**src/rtl/systolic_pe_os.sv**
```systemverilog
// Output-stationary systolic PE: pipelined MAC, tile FSM, result drain chain.
// Optional macro SYSTOLIC_PE_SAT_EN: saturating accumulate plus sat_out port.
module systolic_pe_os #(
    parameter int DATA_W = 16,
    parameter int ACC_W  = 40
) (
    input  logic                     clk,
    input  logic                     rst_n,
    input  logic signed [DATA_W-1:0] a_in,
    input  logic                     a_vld_in,
    input  logic                     a_clr_in,
    input  logic                     a_last_in,
    input  logic signed [DATA_W-1:0] w_in,
    output logic signed [DATA_W-1:0] a_out,
    output logic                     a_vld_out,
    output logic                     a_clr_out,
    output logic                     a_last_out,
    output logic signed [DATA_W-1:0] w_out,
    input  logic                     drain_shift,
    input  logic signed [ACC_W-1:0]  drain_in,
    input  logic                     drain_vld_in,
    output logic signed [ACC_W-1:0]  drain_out,
    output logic                     drain_vld_out,
    input  logic                     err_clr,
    output logic                     err
`ifdef SYSTOLIC_PE_SAT_EN
    ,
    output logic                     sat_out
`endif
);

    if (ACC_W < 2 * DATA_W) begin : g_bad_width
        $error("systolic_pe_os: ACC_W must be >= 2*DATA_W");
    end

    typedef enum logic {
        S_IDLE,
        S_ACC
    } state_t;

    state_t                          r_state;
    state_t                          w_state_nxt;

    logic signed [DATA_W-1:0]        r_a;
    logic signed [DATA_W-1:0]        r_w;
    logic                            r_a_vld;
    logic                            r_a_clr;
    logic                            r_a_last;

    logic signed [2*DATA_W-1:0]      w_prod;
    logic signed [ACC_W-1:0]         r_prod;
    logic                            r_p_vld;
    logic                            r_p_clr;
    logic                            r_p_last;

    logic signed [ACC_W-1:0]         r_acc;
    logic signed [ACC_W-1:0]         w_base;
    logic signed [ACC_W-1:0]         w_sum;

    logic signed [ACC_W-1:0]         r_res;
    logic                            r_res_vld;
    logic                            r_err;

    logic                            w_zero_acc;
    logic                            w_capture;
    logic                            w_proto_err;
    logic                            w_overrun;
    logic                            w_err_set;

    assign w_prod = a_in * w_in;

    // Neighbour pass-through registers, unconditional every cycle
    always_ff @(posedge clk or negedge rst_n) begin
        if (!rst_n) begin
            r_a      <= '0;
            r_w      <= '0;
            r_a_vld  <= 1'b0;
            r_a_clr  <= 1'b0;
            r_a_last <= 1'b0;
        end else begin
            r_a      <= a_in;
            r_w      <= w_in;
            r_a_vld  <= a_vld_in;
            r_a_clr  <= a_clr_in;
            r_a_last <= a_last_in;
        end
    end

    assign a_out      = r_a;
    assign w_out      = r_w;
    assign a_vld_out  = r_a_vld;
    assign a_clr_out  = r_a_clr;
    assign a_last_out = r_a_last;

    // Stage 1: registered product, tile markers gated by valid
    always_ff @(posedge clk or negedge rst_n) begin
        if (!rst_n) begin
            r_prod   <= '0;
            r_p_vld  <= 1'b0;
            r_p_clr  <= 1'b0;
            r_p_last <= 1'b0;
        end else begin
            r_prod   <= ACC_W'(w_prod);
            r_p_vld  <= a_vld_in;
            r_p_clr  <= a_vld_in & a_clr_in;
            r_p_last <= a_vld_in & a_last_in;
        end
    end

    // FSM state register
    always_ff @(posedge clk or negedge rst_n) begin
        if (!rst_n) begin
            r_state <= S_IDLE;
        end else begin
            r_state <= w_state_nxt;
        end
    end

    // FSM next state: only valid beats move the tile protocol
    always_comb begin
        w_state_nxt = r_state;
        if (r_p_vld) begin
            w_state_nxt = r_p_last ? S_IDLE : S_ACC;
        end
    end

    // FSM outputs: accumulator restart, capture, protocol error
    always_comb begin
        w_zero_acc  = 1'b1;
        w_proto_err = 1'b0;
        unique case (r_state)
            S_IDLE: begin
                w_zero_acc  = 1'b1;
                w_proto_err = r_p_vld & ~r_p_clr;
            end
            S_ACC: begin
                w_zero_acc  = r_p_clr;
                w_proto_err = r_p_vld & r_p_clr;
            end
            default: begin
                w_zero_acc  = 1'b1;
                w_proto_err = 1'b0;
            end
        endcase
        w_capture = r_p_vld & r_p_last;
    end

    assign w_base = w_zero_acc ? '0 : r_acc;

`ifdef SYSTOLIC_PE_SAT_EN
    logic signed [ACC_W:0]           w_sum_ext;
    logic                            w_ovf;
    logic                            r_sat;

    assign w_sum_ext = {w_base[ACC_W-1], w_base}
                     + {r_prod[ACC_W-1], r_prod};
    assign w_ovf     = w_sum_ext[ACC_W] ^ w_sum_ext[ACC_W-1];

    // Clamp toward the true sign of the widened sum on overflow
    always_comb begin
        w_sum = w_sum_ext[ACC_W-1:0];
        if (w_ovf) begin
            w_sum = w_sum_ext[ACC_W]
                  ? {1'b1, {(ACC_W-1){1'b0}}}
                  : {1'b0, {(ACC_W-1){1'b1}}};
        end
    end

    // One-cycle flag for every beat that clamped
    always_ff @(posedge clk or negedge rst_n) begin
        if (!rst_n) begin
            r_sat <= 1'b0;
        end else begin
            r_sat <= r_p_vld & w_ovf;
        end
    end

    assign sat_out = r_sat;
`else
    assign w_sum = w_base + r_prod;
`endif

    // Stage 2: accumulate in place on valid beats
    always_ff @(posedge clk or negedge rst_n) begin
        if (!rst_n) begin
            r_acc <= '0;
        end else if (r_p_vld) begin
            r_acc <= w_sum;
        end
    end

    // Result register: capture has priority over the drain shift
    always_ff @(posedge clk or negedge rst_n) begin
        if (!rst_n) begin
            r_res     <= '0;
            r_res_vld <= 1'b0;
        end else if (w_capture) begin
            r_res     <= w_sum;
            r_res_vld <= 1'b1;
        end else if (drain_shift) begin
            r_res     <= drain_in;
            r_res_vld <= drain_vld_in;
        end
    end

    assign drain_out     = r_res;
    assign drain_vld_out = r_res_vld;

    assign w_overrun = w_capture & r_res_vld & ~drain_shift;
    assign w_err_set = w_proto_err | w_overrun;

    // Sticky error; a new error beats a clear in the same cycle
    always_ff @(posedge clk or negedge rst_n) begin
        if (!rst_n) begin
            r_err <= 1'b0;
        end else if (w_err_set) begin
            r_err <= 1'b1;
        end else if (err_clr) begin
            r_err <= 1'b0;
        end
    end

    assign err = r_err;

endmodule
```
**config.mk**
```make
export PLATFORM = sky130hd
export DESIGN_NAME = systolic_pe_os
export DESIGN_NICKNAME = d
export VERILOG_FILES = /design/src/rtl/systolic_pe_os.sv
export SDC_FILE = /design/constraint.sdc
export NUM_CORES = 1
export LEC_CHECK = 0
export CAP_MARGIN = 40
export CORE_MARGIN = 2
export CORE_UTILIZATION = 30
export DETAILED_ROUTE_END_ITERATION = 8
export GPL_ROUTABILITY_DRIVEN = 0
export PLACE_DENSITY_LB_ADDON = 0.25
export SKIP_LAST_GASP = 1
export SLEW_MARGIN = 20
export SYNTH_ARGS = -nofsm -noshare
export SYNTH_HDL_FRONTEND = slang
export SYNTH_SLANG_ARGS = --single-unit
```
**constraint.sdc**
```tcl
create_clock -name clk -period 3.5 [get_ports clk]
set_input_delay 0.35 -clock clk [delete_from_list [all_inputs] [get_ports clk]]
set_output_delay 0.35 -clock clk [all_outputs]
set_load 0.01 [all_outputs]
```
# Yosys cells after proc, flatten, opt, wreduce, memory -nomap -nowiden
# Cells that the tools add are included.
# totals
inputBits	80
regBits	152
# classes
mul	1
add_sub_neg	1
mux	10
n_reduce_logical	2
bitwise_logic	11
# ops
cell	n
$mux W40	3
$add A40 B32 Y40	1
$mul A16 B16 Y32	1
$and A1 B1 Y1	7
$mux W1	5
$pmux W1 S2	2
$reduce_bool A2 Y1	2
$not A1 Y1	3
$or A1 B1 Y1	1

# Logic depth before layout (Yosys ltp)
# logic_depth
depth_word	5
mapped_depth	23

# Worst setup path before layout
# Ideal clock, no wire load.
# synth_timing
path_type	input to register
start	input a_in[15]
end	register r_prod[30]
setup_ps	123
arrival_ps	5864
setup_slack_ps	-2487
cell_stages	20
path_cell_list	clkbuf_1 nand2_1 inv_1 fa_1 fa_1 fa_1 fa_1 fa_1 inv_1 fa_1 inv_1 ha_1 clkbuf_1 nand3_1 nor4_1 o2111ai_1 a31oi_1 a211o_1 a21oi_1 xnor2_1
# synth_between
elab_chain_len	1
# synth_lines
element	line	source
start, declared	9	input logic signed [DATA_W-1:0] a_in,
$mul A16 B16 Y32	70	assign w_prod = a_in * w_in;
net w_prod[30]	50	logic signed [2*DATA_W-1:0] w_prod;
end signal, assigned	103	r_prod <= ACC_W'(w_prod);
end, declared	51	logic signed [ACC_W-1:0] r_prod;
# The timed path passes the listed nets, and every way through them passes these cells.
# A chain may end at the register's enable or synchronous reset.

# Worst setup path after layout
# layout_timing
start	input w_in[4]
end	register r_prod[30]
# layout_between
elab_chain_len	1
# layout_lines
element	line	source
start, declared	13	input logic signed [DATA_W-1:0] w_in,
$mul A16 B16 Y32	70	
net w_prod[30]	50	
# The timed path passes the listed nets, and every way through them passes these cells.

==> impl_metrics.tcl <==
set metrics [dict create \
    antenna_violations_before_repair 1 \
    worst_pin_slew_ns 0.504 \
    area_delta_synth_final_pct 36.0 \
    setup_repair_after_global_routing_missed_its_margin "yes" \
    final_hold_viol_count 0 \
    syn-cell-area_mm2 0.0178 \
    port-buffer-count 156 \
    critPathMaxFanout 4 \
    total_area_of_multi_input_combinational_cells_mm2 0.0134 \
    maxSlewHeadroom 0.661 \
    fillerInstances 5639 \
    detailroute.via_count 13900 \
    report.final.setup_viol 25 \
    fin_area_mm2 0.0242 \
    cts_tree "yes" \
    synth.yosys.seq_area_share 0.214 \
    chip_width_um 248 \
    setup_crit_start_kind "input port" \
    critical_path.reg2reg.endpoint "drain_out[38]$_DFFE_PN0P_" \
    crit_top_cell "sky130_fd_sc_hd__fa_1" \
    status "finished, violations left" \
    drive_above_1_share 0.278 \
    initial_utilization 0.302 \
    grt_use_total 0.168 \
    row_count 89 \
    drtPass1Iterations 7 \
    worst_setup_hold_path_clk_slew_ns 0.08 \
    finalCritPeriodShare 1.53 \
    ports_placed_on_the_boundary 157 \
    required_ns 3.91 \
    post-synth-top-area-fraction 0.296 \
    detail-route-antenna-nets 0 \
    aggregate_global_routing_overflow 0 \
    met3_usage 0.0314 \
    setup_slack_ns -1.84 \
    ys_dominant_reg_cell "sky130_fd_sc_hd__dfrtp_1" \
    detailed_place_hpwl_mm 38.7 \
    final_core_utilization 0.411 \
    synth_top_area_cell "sky130_fd_sc_hd__fa_1" \
    synth_enable_flop_cells 0 \
    detailed_place.area_mm2 0.0221 \
    r2r-start "r_state$_DFFE_PN0P_" \
    worst-setup-path-type "input port to register" \
    critical_path_arrival_ns 5.76 \
    yosys-top-cells-area "sky130_fd_sc_hd__fa_1, sky130_fd_sc_hd__dfrtp_1, sky130_fd_sc_hd__ha_1, sky130_fd_sc_hd__inv_1, sky130_fd_sc_hd__and2_1" \
    route.detailed.wl_per_inst_um 16.0 \
    finalHoldWorstSlack_ns 0.0632 \
    fin_tns_setup_ns -34.15 \
    postSynthRegisterBits 152 \
    cts_root_buffer "sky130_fd_sc_hd__clkbuf_16" \
    number_of_sinks_driven_by_the_clock_tree 152 \
    finalMaxSlewViolations 0 \
    hold_path.startpoint "a_in[5]" \
    achievable-frequency_ghz 0.187 \
    drc_errors 0 \
    hold_path_depth 1 \
    time_the_worst_path_needs_with_i_o_delays_and_setup_ns 5.34 \
    detail_route.wirelength_mm 48.9 \
    synth.net_count 2311 \
    critical_path_s_largest_stage_delay_ns 0.59 \
    cell_count_along_the_critical_path 23 \
    critical_path.endpoint_type "register" \
    r2r.worst_path.cells 13 \
    grt_max_degree 82 \
    cts-htree-levels 4 \
    synth.distinct_cells 68 \
    cts_buffers 17 \
    clockBufferDepth 2 \
    finalClockSkew_ns 0.0157 \
    crit_chain "buf_6 -> buf_6 -> buf_12 -> and2_4 -> fa_1 -> inv_1 -> fa_2 -> fa_2 -> fa_1 -> inv_2 -> fa_1 -> inv_2 -> fa_1 -> inv_2 -> ha_4 -> a211oi_2 -> nand3_2 -> or2_4 -> o2111ai_4 -> a31oi_4 -> a211o_1 -> a21oi_2 -> xnor2_1" \
    cp.buffers_inverters 7 \
    hp-class "input port to register" \
    drtIter0Drc 624 \
    final_nets 2732 \
    ys_warn_count 0 \
    syn_avg_cell_area_um2 9.65 \
    globalRouteMet1Util 0.218 \
    worstHoldEndpoint "a_out[5]$_DFF_PN0_" \
    critical-path-top-delay-family "adder cells" \
    layout.area.seq_mm2 0.00380 \
    vias_per_cell 4.56 \
    die_h_um 248 \
    layout_commonest_cell "sky130_fd_sc_hd__inv_1" \
    grt.busiest_layer "met2" \
    first_global_vias 15500 \
    gr-usage-met2 0.282 \
    die-area_mm2 0.0613 \
    maxCapViolations 0 \
    r2r_slack_ns 0.20 \
    syn-instance-count 1846 \
    failed_checks "setup timing" \
    synth_async_sr_flop_share 1.00 \
    final_cell_mix "sky130_fd_sc_hd__inv_1, sky130_fd_sc_hd__buf_4, sky130_fd_sc_hd__fa_1" \
    critPathSlowestCell "sky130_fd_sc_hd__fa_1" \
    diodes 0 \
    core-area_mm2 0.0589 \
    clock_insertion_delay_worst_skew_ns 0.49 \
    wire_length_of_the_first_global_routing_pass_mm 80.9 \
]
sequential cells by signal, summed over array words and instances (netlist names):
| register | cells |
|---|---|
| r_p_clr | 1 |
| r_p_vld | 1 |
| r_p_last | 1 |
| a_last_out | 1 |
| drain_out | 40 |
| a_clr_out | 1 |
| r_acc | 40 |
| err | 1 |
| r_prod | 32 |
| w_out | 16 |
| a_out | 16 |
| r_state | 1 |
| drain_vld_out | 1 |
cell usage after synthesis, types with 11 or more instances:
library cell and n:
sky130_fd_sc_hd__nor2_1 69, sky130_fd_sc_hd__dfrtp_1 152, sky130_fd_sc_hd__fa_1 263, sky130_fd_sc_hd__and2_1 172, sky130_fd_sc_hd__mux2i_1 40, sky130_fd_sc_hd__xnor2_1 48
sky130_fd_sc_hd__a21oi_1 76, sky130_fd_sc_hd__nor2b_1 11, sky130_fd_sc_hd__a21o_1 44, sky130_fd_sc_hd__nor3_1 16, sky130_fd_sc_hd__ha_1 122, sky130_fd_sc_hd__o21ai_0 51
sky130_fd_sc_hd__o21a_1 11, sky130_fd_sc_hd__clkbuf_1 64, sky130_fd_sc_hd__nand3_1 28, sky130_fd_sc_hd__xor2_1 20, sky130_fd_sc_hd__mux2_2 32, sky130_fd_sc_hd__nand2_1 185
sky130_fd_sc_hd__a211oi_1 12, sky130_fd_sc_hd__inv_1 298
stage by stage:
step / cells / worst slack [ns]
after global placement: 2936 / -2.79
after floorplan: 1846 / -2.00
after CTS: 3046 / -1.81
after detailed placement: 2936 / -2.77
final: 3053 / -1.84
after global routing: 3053 / -2.03
kinds of logic after synthesis:
kind of cell    synth area share
simple gates               0.148
fa+ha+maj                  0.381
buf+inv                   0.0844
compound gates            0.0964
flops                      0.214
mux                       0.0427
xor+xnor                  0.0334
routing by layer:
layer | routed length [um] | vias to the layer above
li1 | - | 6699
met1 | 22500 | 6898
met2 | 23000 | 266
met3 | 2160 | 58
met4 | 1220 | 2
met5 | 13 | -
worst register-to-register path, delay by kind of cell, from the launching register on:
family,cells,cell delay (ns)
compound gates,7,1.68
fa+ha+maj,2,0.49
flops,1,0.41
buf+inv,2,0.34
simple gates,2,0.28
timing repair:
item / 4_1_cts / 5_1_grt
hold endpoints to repair: 76 / 0
endpoints found under the setup margin: 30 / 59
pin swaps: 149 / 60
gates cloned: 6 / 1
hold buffers: 1 / 0
gates resized for setup: 286 / 66
buffers inserted: 75 / 13
worst max path at each step:
stage	from	to	slack, ns
global route	w_in[4]	r_prod[30]$_DFF_PN0_	-2.03
floorplan	a_in[12]	r_prod[30]$_DFF_PN0_	-2.00
finish	w_in[4]	r_prod[30]$_DFF_PN0_	-1.84
detailed placement	w_in[12]	r_prod[30]$_DFF_PN0_	-2.77
CTS	w_in[4]	r_prod[23]$_DFF_PN0_	-1.81
global placement	w_in[12]	r_prod[30]$_DFF_PN0_	-2.79
area by class of cell:
class,count,area share
Clock buffer,18,0.0181
Clock inverter,14,0.00573
Inverter,298,0.0464
Multi-Input combinational cell,1316,0.553
Sequential cell,152,0.157
Tap cell,773,0.0399
Timing Repair Buffer,482,0.180
Power is not shown: default switching activity piles up to over one toggle a cycle in this logic, so the estimate is an artifact.
